==> src/rtl/tpu_ctrl_pkg.sv <==
// Shared types for the TPU input-datapath controller: scheduler states,
// layer configuration record and patch geometry.
package tpu_ctrl_pkg;

    localparam int PATCH_SIZE = 4;
    localparam int CFG_BITS   = 16;

    typedef enum logic [3:0] {
        IDLE,
        ISSUE,
        WAIT_PATCH,
        WAIT_SA,
        RUN_SW,
        WAIT_SW,
        NEXT,
        DONE,
        ERROR
    } sched_state_e;

    typedef struct packed {
        logic [CFG_BITS-1:0] width;
        logic [CFG_BITS-1:0] height;
        logic [CFG_BITS-1:0] channels;
    } cfg_t;

    // Number of window positions along one axis with stride 1.
    function automatic logic [CFG_BITS-1:0] window_span(input logic [CFG_BITS-1:0] dim);
        return dim - CFG_BITS'(PATCH_SIZE - 1);
    endfunction

endpackage

==> src/rtl/sched_watchdog.sv <==
// Down-counting watchdog: reloaded on every state entry, counts while enabled,
// flags expiry on the last allowed cycle so the caller can leave on the next edge.
module sched_watchdog #(
    parameter int TIMEOUT_CYCLES = 4096
) (
    input  logic clk,
    input  logic reset,
    input  logic load,
    input  logic enable,
    output logic expire
);

    localparam int CW = (TIMEOUT_CYCLES > 1) ? $clog2(TIMEOUT_CYCLES) : 1;

    logic [CW-1:0] count;

    always_ff @(posedge clk or negedge reset) begin
        if (!reset) begin
            count <= '0;
        end else if (load) begin
            count <= CW'(TIMEOUT_CYCLES - 1);
        end else if (enable && count != '0) begin
            count <= count - CW'(1);
        end
    end

    assign expire = enable && (count == '0);

endmodule

==> src/rtl/conv_patch_scheduler.sv <==
// Per-layer sequencer for patch extractor -> sliding window -> systolic array:
// issues start/advance pulses, waits on datapath handshakes, counts patches, flags errors.
module conv_patch_scheduler
    import tpu_ctrl_pkg::*;
#(
    parameter int IMG_W          = 32,
    parameter int IMG_H          = 32,
    parameter int MAX_CHANNELS   = 64,
    parameter int TIMEOUT_CYCLES = 4096,
    localparam int WW  = $clog2(IMG_W + 1),
    localparam int HW  = $clog2(IMG_H + 1),
    localparam int CW  = $clog2(MAX_CHANNELS + 1),
    localparam int PCW = $clog2(IMG_W * IMG_H * MAX_CHANNELS + 1)
) (
    input  logic           clk,
    input  logic           reset,
    input  logic           start_layer,
    input  logic           abort,
    input  logic [WW-1:0]  cfg_width,
    input  logic [HW-1:0]  cfg_height,
    input  logic [CW-1:0]  cfg_channels,
    input  logic           sa_ready,
    input  logic           patch_done,
    input  logic           sw_done,
    input  logic           extract_complete,
    output logic [WW-1:0]  dp_width,
    output logic [HW-1:0]  dp_height,
    output logic [CW-1:0]  dp_channels,
    output logic           start_patch,
    output logic           start_sw,
    output logic           advance_patch,
    output logic           busy,
    output logic           layer_done,
    output logic [PCW-1:0] patch_count,
    output logic           err_timeout,
    output logic           err_count,
    output logic           err_cfg
);

    sched_state_e   state, state_nxt;
    cfg_t           cfg_q, cfg_in;
    logic [PCW-1:0] expected;
    logic           entered;
    logic           cfg_ok, last_patch;
    logic           accept, reject, count_inc, count_err, to_error;
    logic           wd_load, wd_enable, expire;

    assign cfg_in = '{width:    CFG_BITS'(cfg_width),
                      height:   CFG_BITS'(cfg_height),
                      channels: CFG_BITS'(cfg_channels)};

    assign cfg_ok = (cfg_width    >= WW'(PATCH_SIZE)) && (cfg_width  <= WW'(IMG_W)) &&
                    (cfg_height   >= HW'(PATCH_SIZE)) && (cfg_height <= HW'(IMG_H)) &&
                    (cfg_channels != '0)              && (cfg_channels <= CW'(MAX_CHANNELS));

    // Compared one bit wider so a saturated count cannot alias onto expected.
    assign last_patch = (({1'b0, patch_count} + (PCW+1)'(1)) == {1'b0, expected});

    assign wd_load   = (state_nxt != state);
    assign wd_enable = (state == WAIT_PATCH) || (state == WAIT_SW);

    sched_watchdog #(
        .TIMEOUT_CYCLES (TIMEOUT_CYCLES)
    ) u_watchdog (
        .clk    (clk),
        .reset  (reset),
        .load   (wd_load),
        .enable (wd_enable),
        .expire (expire)
    );

    always_ff @(posedge clk or negedge reset) begin
        if (!reset) begin
            state   <= IDLE;
            entered <= 1'b0;
        end else begin
            state   <= state_nxt;
            entered <= (state_nxt != state);
        end
    end

    always_comb begin
        state_nxt = state;
        accept    = 1'b0;
        reject    = 1'b0;
        count_inc = 1'b0;
        count_err = 1'b0;
        to_error  = 1'b0;
        if (abort) begin
            state_nxt = IDLE;
        end else begin
            case (state)
                IDLE, DONE, ERROR: begin
                    if (start_layer) begin
                        if (cfg_ok) begin
                            accept    = 1'b1;
                            state_nxt = ISSUE;
                        end else begin
                            reject = 1'b1;
                        end
                    end
                end
                ISSUE: state_nxt = WAIT_PATCH;
                WAIT_PATCH: begin
                    // patch_done is a level; on the entry cycle it still reflects the previous patch.
                    if (!entered && patch_done) begin
                        state_nxt = WAIT_SA;
                    end else if (expire) begin
                        state_nxt = ERROR;
                        to_error  = 1'b1;
                    end
                end
                WAIT_SA: begin
                    if (sa_ready) state_nxt = RUN_SW;
                end
                RUN_SW: state_nxt = WAIT_SW;
                WAIT_SW: begin
                    if (sw_done) begin
                        count_inc = 1'b1;
                        if (extract_complete || last_patch) begin
                            state_nxt = DONE;
                            count_err = (extract_complete != last_patch);
                        end else begin
                            state_nxt = NEXT;
                        end
                    end else if (expire) begin
                        state_nxt = ERROR;
                        to_error  = 1'b1;
                    end
                end
                NEXT: state_nxt = WAIT_PATCH;
                default: state_nxt = IDLE;
            endcase
        end
    end

    always_ff @(posedge clk or negedge reset) begin
        if (!reset) begin
            cfg_q         <= '0;
            expected      <= '0;
            start_patch   <= 1'b0;
            start_sw      <= 1'b0;
            advance_patch <= 1'b0;
            busy          <= 1'b0;
            layer_done    <= 1'b0;
            patch_count   <= '0;
            err_timeout   <= 1'b0;
            err_count     <= 1'b0;
            err_cfg       <= 1'b0;
        end else begin
            start_patch   <= (state_nxt == ISSUE);
            start_sw      <= (state_nxt == RUN_SW);
            advance_patch <= (state_nxt == NEXT);
            busy          <= !(state_nxt inside {IDLE, DONE, ERROR});
            layer_done    <= (state_nxt == DONE) && (state != DONE);
            err_cfg       <= reject;
            // Settles during ISSUE; first consumed in WAIT_SW.
            expected      <= PCW'(window_span(cfg_q.width)) *
                             PCW'(window_span(cfg_q.height)) *
                             PCW'(cfg_q.channels);
            if (abort) begin
                cfg_q       <= '0;
                patch_count <= '0;
                err_timeout <= 1'b0;
                err_count   <= 1'b0;
            end else if (accept) begin
                cfg_q       <= cfg_in;
                patch_count <= '0;
                err_timeout <= 1'b0;
                err_count   <= 1'b0;
            end else begin
                if (count_inc && patch_count != '1) patch_count <= patch_count + PCW'(1);
                if (count_err) err_count <= 1'b1;
                if (to_error) err_timeout <= 1'b1;
            end
        end
    end

    assign dp_width    = cfg_q.width[WW-1:0];
    assign dp_height   = cfg_q.height[HW-1:0];
    assign dp_channels = cfg_q.channels[CW-1:0];

endmodule

==> config.mk <==
export PLATFORM = sky130hd
export DESIGN_NAME = conv_patch_scheduler
export DESIGN_NICKNAME = d
export VERILOG_FILES = /design/src/rtl/tpu_ctrl_pkg.sv /design/src/rtl/sched_watchdog.sv /design/src/rtl/conv_patch_scheduler.sv
export SDC_FILE = /design/constraint.sdc
export NUM_CORES = 1
export LEC_CHECK = 0
export ABC_CLOCK_PERIOD_IN_PS = 10900
export BUFFER_PORTS_ARGS = -buffer_cell sky130_fd_sc_hd__buf_2
export CAP_MARGIN = 40
export CORE_MARGIN = 2
export CORE_UTILIZATION = 58
export DETAILED_ROUTE_END_ITERATION = 6
export PLACE_DENSITY_LB_ADDON = 0.15
export SYNTH_ARGS = -nofsm -noshare
export SYNTH_HDL_FRONTEND = slang
export SYNTH_SLANG_ARGS = --single-unit
==> constraint.sdc <==
create_clock -name clk -period 10.9 [get_ports clk]
set_input_delay 0 -clock clk [delete_from_list [all_inputs] [get_ports clk]]
set_output_delay 0 -clock clk [all_outputs]
set_load 0.05 [all_outputs]
==> impl_results.md, run 1 <==
- GR Util met1: 36.8%
- Largest net degree at the start of global routing: 67
- Slew @ Worst Pin: approximately 830 ps
- Startpoint Class: flop
- Status: completed
- Sequential area share after synthesis: between 10% and 20%
- Asr flop ratio synth: 100%
- Worst-path clk slew: about 70 ps
- Max-cap violations: 0
- Detailed Routing Iterations Pass 1: 5
- Final period util: between 90% and 100%
- Initial cell density of the core: 59.6%
- Layout cells sized above 1: 11.2%
- Vias in the first global route: between 8k and 9k
- Seq cells post-synth: 78
- Antenna Violating Nets Remaining: 0
- Highest clock rate: 95.7 MHz
- CP Buf/Inv Count: 6
- HP Class: input port to async pin
- Final Setup Violations: 0
- Total negative slack: 0 ps
- TritonCTS Buffers: 9
- Core Rows: 50
- Slew Limit Fails: 0
- CP max-delay cell: fa_1
- Syn. warnings: 0
- Crit end category: flop
- Delay-heaviest family, CP: adder cells
- Reg2Reg Capture Point: expected[16]
- Final wirelength: 24600 µm
- R2R depth: 37
- Vias per cell: approximately 5.3
- Kind of critical path: flop to flop
- Die Span Y: 143 µm
- Area Overhead vs Synth: 11.7%
- Reg2Reg Launch Point: dp_width[3]
- Worst path most repeated cell: fa_1
- DR DRC count: 0
- Slew HR: between 40% and 50%
- Most crowded layer after global routing: met2
- Max stage delay on crit path: between 500 and 600 ps
- Fin Hold WS: 40.8 ps
- Final hold viol count: 0
- Clk_lat worst skew: about 340 ps
- Clk_skew: 11.9 ps
- CP endpoint: expected[16]
- Nets: 1608
- I/O Buffers: 70
- M3 GR Usage: 3.35%
- Drt initial violations: 406
- Count of cell types in the netlist: ~70
- WL per Instance: 15.5 µm
- Period minus WS final: 10450 ps
- Final Wtd Congestion: about 0.95
- Cells after Synth: about 1.2k
- H-tree depth: 3
- Hpwl dp: 20200 µm
- Total Routing Usage GR: 26.0%
- Full die area: ~20000 µm²
- CP Depth: 37
- Clock Sinks: 78
- Initial antenna violation count: 0
- Global-route wire length before repair: about 42000 µm
- Worst Setup SP: dp_width[3]
- DR vias: between 8k and 9k
- I/O Pins: 71
- Mean Syn Cell Area: slightly above 9 µm²
- CTS tree: done
- Core area: 18800 µm²
- Worst Path Arrival: about 11000 ps
- Grt ovf: 0
- DIE WIDTH: 143 µm
- CP Max Fanout: 11
- Worst reg-to-reg setup slack: 450 ps
- N_diodes: 0
- Longest Clk Path Bufs: 2
- WP data required: 11120 ps
- Met2 GRT Util: 43.4%
- Mapped Nets: 1512
- Post-synth EDFFs: 0
- Primary flip-flop cell chosen by synthesis mapping: dfrtp_1
- Cell Area, Synth: 11200 µm²
- Root Buffer: clkbuf_16
cell families (layout without fill, tap and decap cells):
logic type	after synthesis	after routing	synth area share (%)
compound gates	116	116	7.32
mux	6	6	0.535
flops	78	78	17.4
simple gates	376	376	16.8
xor+xnor	109	109	9.67
fa+ha+maj	255	255	38.4
buf+inv	290	391	9.86
state kept, by name (all words and copies together) (netlist names), 4 cells and up:
name / flops
dp_channels: 7
dp_height: 6
dp_width: 6
expected: 17
patch_count: 17
state: 4
u_watchdog.count: 12
synthesized netlist by cell type, types with 12 or more instances:
cell type / instances / share of area (%)
a21oi_1: 30 / 1.3
a22o_1: 17 / 1.3
and2_1: 51 / 2.8
and3_1: 12 / 0.67
clkbuf_1: 21 / 0.70
dfrtp_1: 78 / 17
fa_1: 149 / 27
ha_1: 106 / 12
inv_1: 263 / 8.8
nand2_1: 119 / 4.0
nand2b_1: 20 / 1.1
nand3_1: 13 / 0.58
nor2_1: 89 / 3.0
nor2b_1: 15 / 0.84
nor3_1: 16 / 0.71
o21ai_0: 14 / 0.62
xnor2_1: 60 / 4.7
xor2_1: 39 / 3.0
how the worst min path moves through the flow:
stage / slack [ps] / startpoint / endpoint
2_1_floorplan: -300 / reset / advance_patch
3_3_place_gp: -140 / reset / patch_count[13]
3_5_place_dp: -140 / reset / patch_count[13]
4_1_cts: 20 / reset / patch_count[13]
5_1_grt: 50 / reset / patch_count[11]
6_report: 40 / reset / patch_count[13]
what timing repair did:
action | 4_1_cts | 5_1_grt
buffers inserted | 0 | 5
endpoints found under the hold margin | 33 | 0
endpoints found under the setup margin | 0 | 1
gates resized for setup | 0 | 16
hold buffers | 21 | 0
stage by stage:
stage	instances	cell area (µm²)	utilization, %	setup slack (ps)
floorplan	1230	11200	-	442
global placement	1547	11900	63.1	451
detailed placement	1549	11900	63.2	312
CTS	1586	12400	66.1	258
global route	1591	12500	66.6	-29.6
finish	1591	12500	66.6	452
placed cells by master, fill, tap and decap left out, types with 4 or more instances in the layout:
master,count
inv_1,263
fa_1,149
nand2_1,119
ha_1,103
nor2_1,87
dfrtp_1,74
buf_2,69
xnor2_1,59
and2_1,50
xor2_1,37
a21oi_1,30
dlygate4sd3_1,21
nand2b_1,20
buf_4,20
a22o_1,17
nor3_1,15
nor2b_1,15
o21ai_0,14
nand3_1,13
and3_1,12
clkbuf_16,9
o21a_1,7
a21o_1,7
or3_1,6
nor4_1,6
mux2i_1,6
o21bai_1,5
o211ai_1,4
a211oi_1,4
a31oi_1,4
xnor3_1,4
dfrtp_2,4
per-layer routing:
layer / vias to the layer above / wire [µm]
met5: - / 0
met4: 0 / 351
met3: 27 / 1170
met2: 196 / 11900
met1: 4140 / 11100
li1: 4000 / -
cell type report:
type	instances	area, µm²
Clock buffer	9	225
Timing Repair Buffer	111	717
Clock inverter	7	103
Tap cell	260	325
Sequential cell	78	1960
Fill cell	1598	6300
Multi-Input combinational cell	862	8220
Inverter	264	991
Power of run 1 is not shown: default switching activity piles up to over one toggle a cycle in this logic, so the estimate is an artifact.
==> run 2, diff against run 1 <==
CORE_ASPECT_RATIO = 0.75   (was default)
RECOVER_POWER = 50   (was default)
==> run 2 against run 1 <==
Net effect:
- the run now ends with capacitance limit, slew limit left
- worst hold slack improved by 30 ps
- flip-flop and latch count unchanged
- core utilization decreased by 1.4 points
- routed wire length increased by 4.8%
- critical path depth decreased by 2
- sequential share of layout area about the same
- count of clock-buffer cells in the layout unchanged
- global-route usage increased by 0.93 points
- register-to-register slack improved by 50 ps
- cell count decreased by 0.31%
- design area decreased by 0.33%
- clock skew decreased by 0.78 ps
- critical endpoint unchanged
==> impl_results.md, run 2 (same netlist as run 1, synthesis figures left out) <==
- Full die area: 20500 µm² (about the same)
- Initial antenna violation count: 0 (unchanged)
- Commonest non-fill, non-tap cell in the layout: inv_1 (unchanged)
- Die Span Y: 124 µm (was 143 µm)
- Global-route wire length before repair: 43500 µm (was 42100 µm)
- TritonCTS Buffers: 9 (unchanged)
- WL per Instance: 16.2 µm (was 15.5 µm)
- I/O Pins: 71 (unchanged)
- Vias in the first global route: 8403 (was 8559)
- Vias per cell: 5.32 (was 5.26)
- Max-cap violations: 1 (was 0)
- Hpwl dp: 21200 µm (was 20200 µm)
- Antenna Violating Nets Remaining: 0 (unchanged)
- Core area: 19200 µm² (was 18800 µm²)
- CP Max Fanout: 8 (was 11)
- Initial cell density of the core: 58.6% (was 59.6%)
- Max stage delay on crit path: 540 ps (was 550 ps)
- Worst path most repeated cell: fa_1 (unchanged)
- Highest clock rate: 96.2 MHz (was 95.7 MHz)
- CP max-delay cell: fa_1 (unchanged)
- Largest net degree at the start of global routing: 53 (was 67)
- Final hold viol count: 0 (unchanged)
- Worst-path clk slew: 60 ps (was 70 ps)
- Final period util: 95.4% (was 95.9%)
- Nets: 1610 (was 1608)
- Kind of critical path: flop to flop (unchanged)
- Period minus WS final: 10390 ps (was 10450 ps)
- Slew @ Worst Pin: 2800 ps (was 828 ps)
- Status: finished, violations left (was completed)
- DR vias: 8442 (was 8363)
- Startpoint Class: flop (unchanged)
- Root Buffer: clkbuf_16 (unchanged)
- Slew HR: -86.9% (was 44.8%)
- WP data required: 11120 ps (about the same)
- Placed cell count: 1546 (was 1549)
- Layout cells sized above 1: 9.23% (was 11.2%)
- Clock Sinks: 78 (unchanged)
- I/O Buffers: 70 (unchanged)
- Final Setup Violations: 0 (unchanged)
- Most frequent cells in the layout: inv_1, fa_1, nand2_1, ha_1, nor2_1 (unchanged)
- Failing checks: capacitance limit, slew limit
- Total Routing Usage GR: 26.9% (was 26.0%)
- Area Overhead vs Synth: 11.3% (was 11.7%)
- Longest Clk Path Bufs: 2 (unchanged)
- Final cell count without fillers: 1586 (was 1591)
- Clk_lat worst skew: 340 ps (about the same)
- N_diodes: 0 (unchanged)
- Core Rows: 44 (was 50)
- HP Class: input port to flop (was input port to async pin)
- Clk_skew: 11.1 ps (was 11.9 ps)
- Drt initial violations: 742 (was 406)
- Final wirelength: 25800 µm (was 24600 µm)
- Detailed Routing Iterations Pass 1: 5 (unchanged)
- DR DRC count: 0 (unchanged)
- Final Wtd Congestion: 0.965 (was 0.953)
- CTS tree: done (unchanged)
- H-tree depth: 3 (unchanged)
- DIE WIDTH: 165 µm (was 143 µm)
- Biggest regs: expected x17, patch_count x17, u_watchdog.count x12 (unchanged)
- Slew Limit Fails: 53 (was 0)
- Grt ovf: 0 (unchanged)
- Crit end category: flop (unchanged)
- Worst Path Arrival: 10610 ps (was 10670 ps)
-- run 2: timing repair --
action	4_1_cts	5_1_grt
resized for setup	0	10
endpoints found under the setup margin	0	1
endpoints found under the hold margin	99	0
hold buffers	21	0
buffers inserted	0	3
-- run 2: worst max-delay path, delay by kind of cell, from the launching register on --
kind | cells | cell delay [ps]
AOI/OAI and AO/OA | 4 | 970
xor gates and xnor gates | 8 | 1710
adders and majority gates | 14 | 5830
buffers and inverters | 5 | 230
DFF | 1 | 510
and+or+nand+nor | 4 | 1000
-- run 2: cell type report --
cell class / instances / area, µm²
timing repair buffer: 113 / 698
tap: 253 / 317
fill: 1608 / 6670
clock inverter: 7 / 103
clock buffer: 9 / 225
inverter: 264 / 991
multi-input combinational: 862 / 8200
sequential: 78 / 1950
-- run 2: per-stage QoR --
| step | cell area, µm² | TNS (ps) | setup WS, ps | hold WS, ps | utilization [%] |
|---|---|---|---|---|---|
| 6_report | 12500 | 0 | 506 | 71.3 | 65.2 |
| 5_1_grt | 12500 | -29.2 | -29.2 | 99.7 | 65.2 |
| 4_1_cts | 12500 | 0 | 338 | 56.4 | 65.2 |
| 3_5_place_dp | 11900 | 0 | 418 | -58.0 | 62.3 |
| 3_3_place_gp | 11900 | 0 | 534 | 221 | 62.1 |
| 2_1_floorplan | 11200 | 0 | 442 | -296 | - |
-- run 2: layer usage --
metal	part of all wire, %	routed length (µm)	track usage [%]	vias to the layer above
li1	-	-	-	4011
met4	0.95	246	4.09	0
met5	0	0	0	-
met3	9.3	2410	8.29	25
met1	49	12600	42.7	4102
met2	41	10500	36.6	304
-- run 2: worst paths after layout --
check,startpoint,to,slack (ps),depth (start not counted)
setup / recovery,dp_height[4],expected[16],510,35
hold / removal,start_layer,err_cfg,70,3
setup reg to reg,dp_height[4],expected[16],510,35
hold reg to reg,err_timeout,err_timeout,520,2
max in group asynchronous,reset,patch_count[15],7090,3
min in group asynchronous,reset,u_watchdog.count[10],520,2
Power of run 2 is left out for the same reason.
==> run 3, diff against run 2 <==
MAX_ROUTING_LAYER = met4   (was default)
==> run 3 against run 2 <==
Net effect:
- the flow still finishes with violations (capacitance limit, slew limit)
- global-route usage is 1.4 points higher
- register-to-register slack got worse by 50 ps
- clock skew about the same
- critical endpoint unchanged
- largest cell class unchanged
- highest routed layer unchanged
==> impl_results.md, run 3 (same netlist as run 1, synthesis figures left out) <==
- Clk_lat worst skew: 350 ps (was 340 ps)
- Final Wtd Congestion: 0.986 (was 0.965)
- Worst setup margin: 458 ps (was 506 ps)
- Final period util: 95.8% (was 95.4%)
- Highest clock rate: 95.8 MHz (was 96.2 MHz)
- HP Class: input port to flop (unchanged)
- Reg2Reg Capture Point: expected[16] (unchanged)
- Root Buffer: clkbuf_16 (unchanged)
- DR vias: 8456 (was 8442)
- DIE WIDTH: 165 µm (unchanged)
- Core area: 19200 µm² (unchanged)
- CTS tree: done (unchanged)
- Area Overhead vs Synth: 11.1% (was 11.3%)
- I/O Pins: 71 (unchanged)
- Total Routing Usage GR: 28.3% (was 26.9%)
- Reg2Reg Launch Point: dp_width[3] (was dp_height[4])
- Delay-heaviest family, CP: adder cells (unchanged)
- Global-route wire length before repair: 44200 µm (was 43500 µm)
- Reg area: 1950 µm² (unchanged)
- Most frequent cells in the layout: inv_1, fa_1, nand2_1, ha_1, nor2_1 (unchanged)
- Clk_skew: 11.4 ps (was 11.1 ps)
- Setup WS pre-CTS: 390 ps (was 418 ps)
- Antenna Violating Nets Remaining: 0 (unchanged)
- Failing checks: capacitance limit, slew limit (unchanged)
- R2R depth: 37 (was 35)
- Worst reg-to-reg setup slack: 460 ps (was 510 ps)
- Hold path startpoint: start_layer (unchanged)
- Biggest regs: expected x17, patch_count x17, u_watchdog.count x12 (unchanged)
- TritonCTS Buffers: 9 (unchanged)
- Final wirelength: 26300 µm (was 25800 µm)
- Slew Limit Fails: 55 (was 53)
- Period minus WS final: 10440 ps (was 10390 ps)
- Initial antenna violation count: 0 (unchanged)
- Status: finished, violations left (unchanged)
- Hold EP: err_cfg (unchanged)
- Initial cell density of the core: 58.6% (unchanged)
- Clock Sinks: 78 (unchanged)
- Longest Clk Path Bufs: 2 (unchanged)
- Layout fillers: 1635 (was 1608)
- N_diodes: 0 (unchanged)
- I/O Buffers: 70 (unchanged)
- Vias per cell: 5.33 (was 5.32)
- Slew @ Worst Pin: 2860 ps (was 2800 ps)
- Setup bufs post-CTS: 0 (unchanged)
- CP max-delay cell: fa_1 (unchanged)
- DR DRC count: 0 (unchanged)
- Largest net degree at the start of global routing: 55 (was 53)
- Worst-path clk slew: 70 ps (was 60 ps)
- Full die area: 20500 µm² (unchanged)
- CP Max Fanout: 11 (was 8)
- Cell depth of the worst hold path: 3 (unchanged)
- Worst path most repeated cell: fa_1 (unchanged)
- Worst Path Arrival: 10670 ps (was 10610 ps)
- Core Rows: 44 (unchanged)
- H-tree depth: 3 (unchanged)
- Crit end category: flop (unchanged)
- Multi-input gate area: 8190 µm² (was 8200 µm²)
- Detailed Routing Iterations Pass 1: 6 (was 5)
- Final cell count without fillers: 1586 (unchanged)
- Vias in the first global route: 8426 (was 8403)
- Placed cell count: 1549 (was 1546)
- Slew HR: -90.8% (was -86.9%)
- Grt ovf: 0 (unchanged)
- Commonest non-fill, non-tap cell in the layout: inv_1 (unchanged)
- DP Area: 12000 µm² (was 11900 µm²)
- Final hold viol count: 0 (unchanged)
- Kind of critical path: flop to flop (unchanged)
- CP Buf/Inv Count: 6 (was 5)
- Die Span Y: 124 µm (unchanged)
- Final Setup Violations: 0 (unchanged)
- Nets: 1610 (unchanged)
- Max stage delay on crit path: 540 ps (about the same)
- Layout cells sized above 1: 9.15% (was 9.23%)
- WP data required: 11130 ps (was 11120 ps)
- Max-cap violations: 1 (unchanged)
- WL per Instance: 16.6 µm (was 16.2 µm)
- Hpwl dp: 21800 µm (was 21200 µm)
- Drt initial violations: 770 (was 742)
- Cell area after layout: 12500 µm² (about the same)
- Startpoint Class: flop (unchanged)
run 3: area by class of cell:
class / count / share of cell area [%]
Inverter: 264 / 7.95
Multi-Input combinational cell: 862 / 65.7
Tap cell: 253 / 2.54
Sequential cell: 78 / 15.7
Clock inverter: 7 / 0.662
Timing Repair Buffer: 113 / 5.63
Clock buffer: 9 / 1.81
run 3: through the flow:
step	TNS (ps)	utilization (%)	hold slack (ps)
finish	0	65.1	74.5
CTS	0	65.2	60.2
global placement	0	62.2	220
global route	-23.8	65.1	88.2
detailed placement	0	62.5	-66.4
floorplan	0	-	-296
run 3: worst max path at each step:
stage | from | to | slack (ps) | cells past startpoint
3_3_place_gp | dp_width[3] | expected[16] | 540 | 37
4_1_cts | dp_height[2] | expected[16] | 350 | 36
6_report | dp_width[3] | expected[16] | 460 | 37
2_1_floorplan | dp_height[2] | expected[16] | 440 | 39
5_1_grt | dp_width[3] | expected[16] | -20 | 37
3_5_place_dp | dp_height[2] | expected[16] | 390 | 37
run 3: metal layers:
metal	up-vias	track usage, %	wire [µm]
met2	288	37.8	10800
li1	4000	-	-
met5	-	-	0
met4	0	4.04	222
met3	21	7.23	2180
met1	4147	44.2	13100
run 3: worst min-delay path, delay by kind of cell:
family / cells / cell delay (ps)
buffers and inverters: 1 / 110
AOI/OAI and AO/OA: 1 / 190
and+or+nand+nor: 1 / 80
run 3: repair_timing:
| item | CTS | global route |
|---|---|---|
| hold buffers | 21 | 0 |
| hold endpoints to repair | 99 | 0 |
| resized for setup | 0 | 9 |
| endpoints found under the setup margin | 0 | 1 |
Power of run 3 is left out for the same reason.
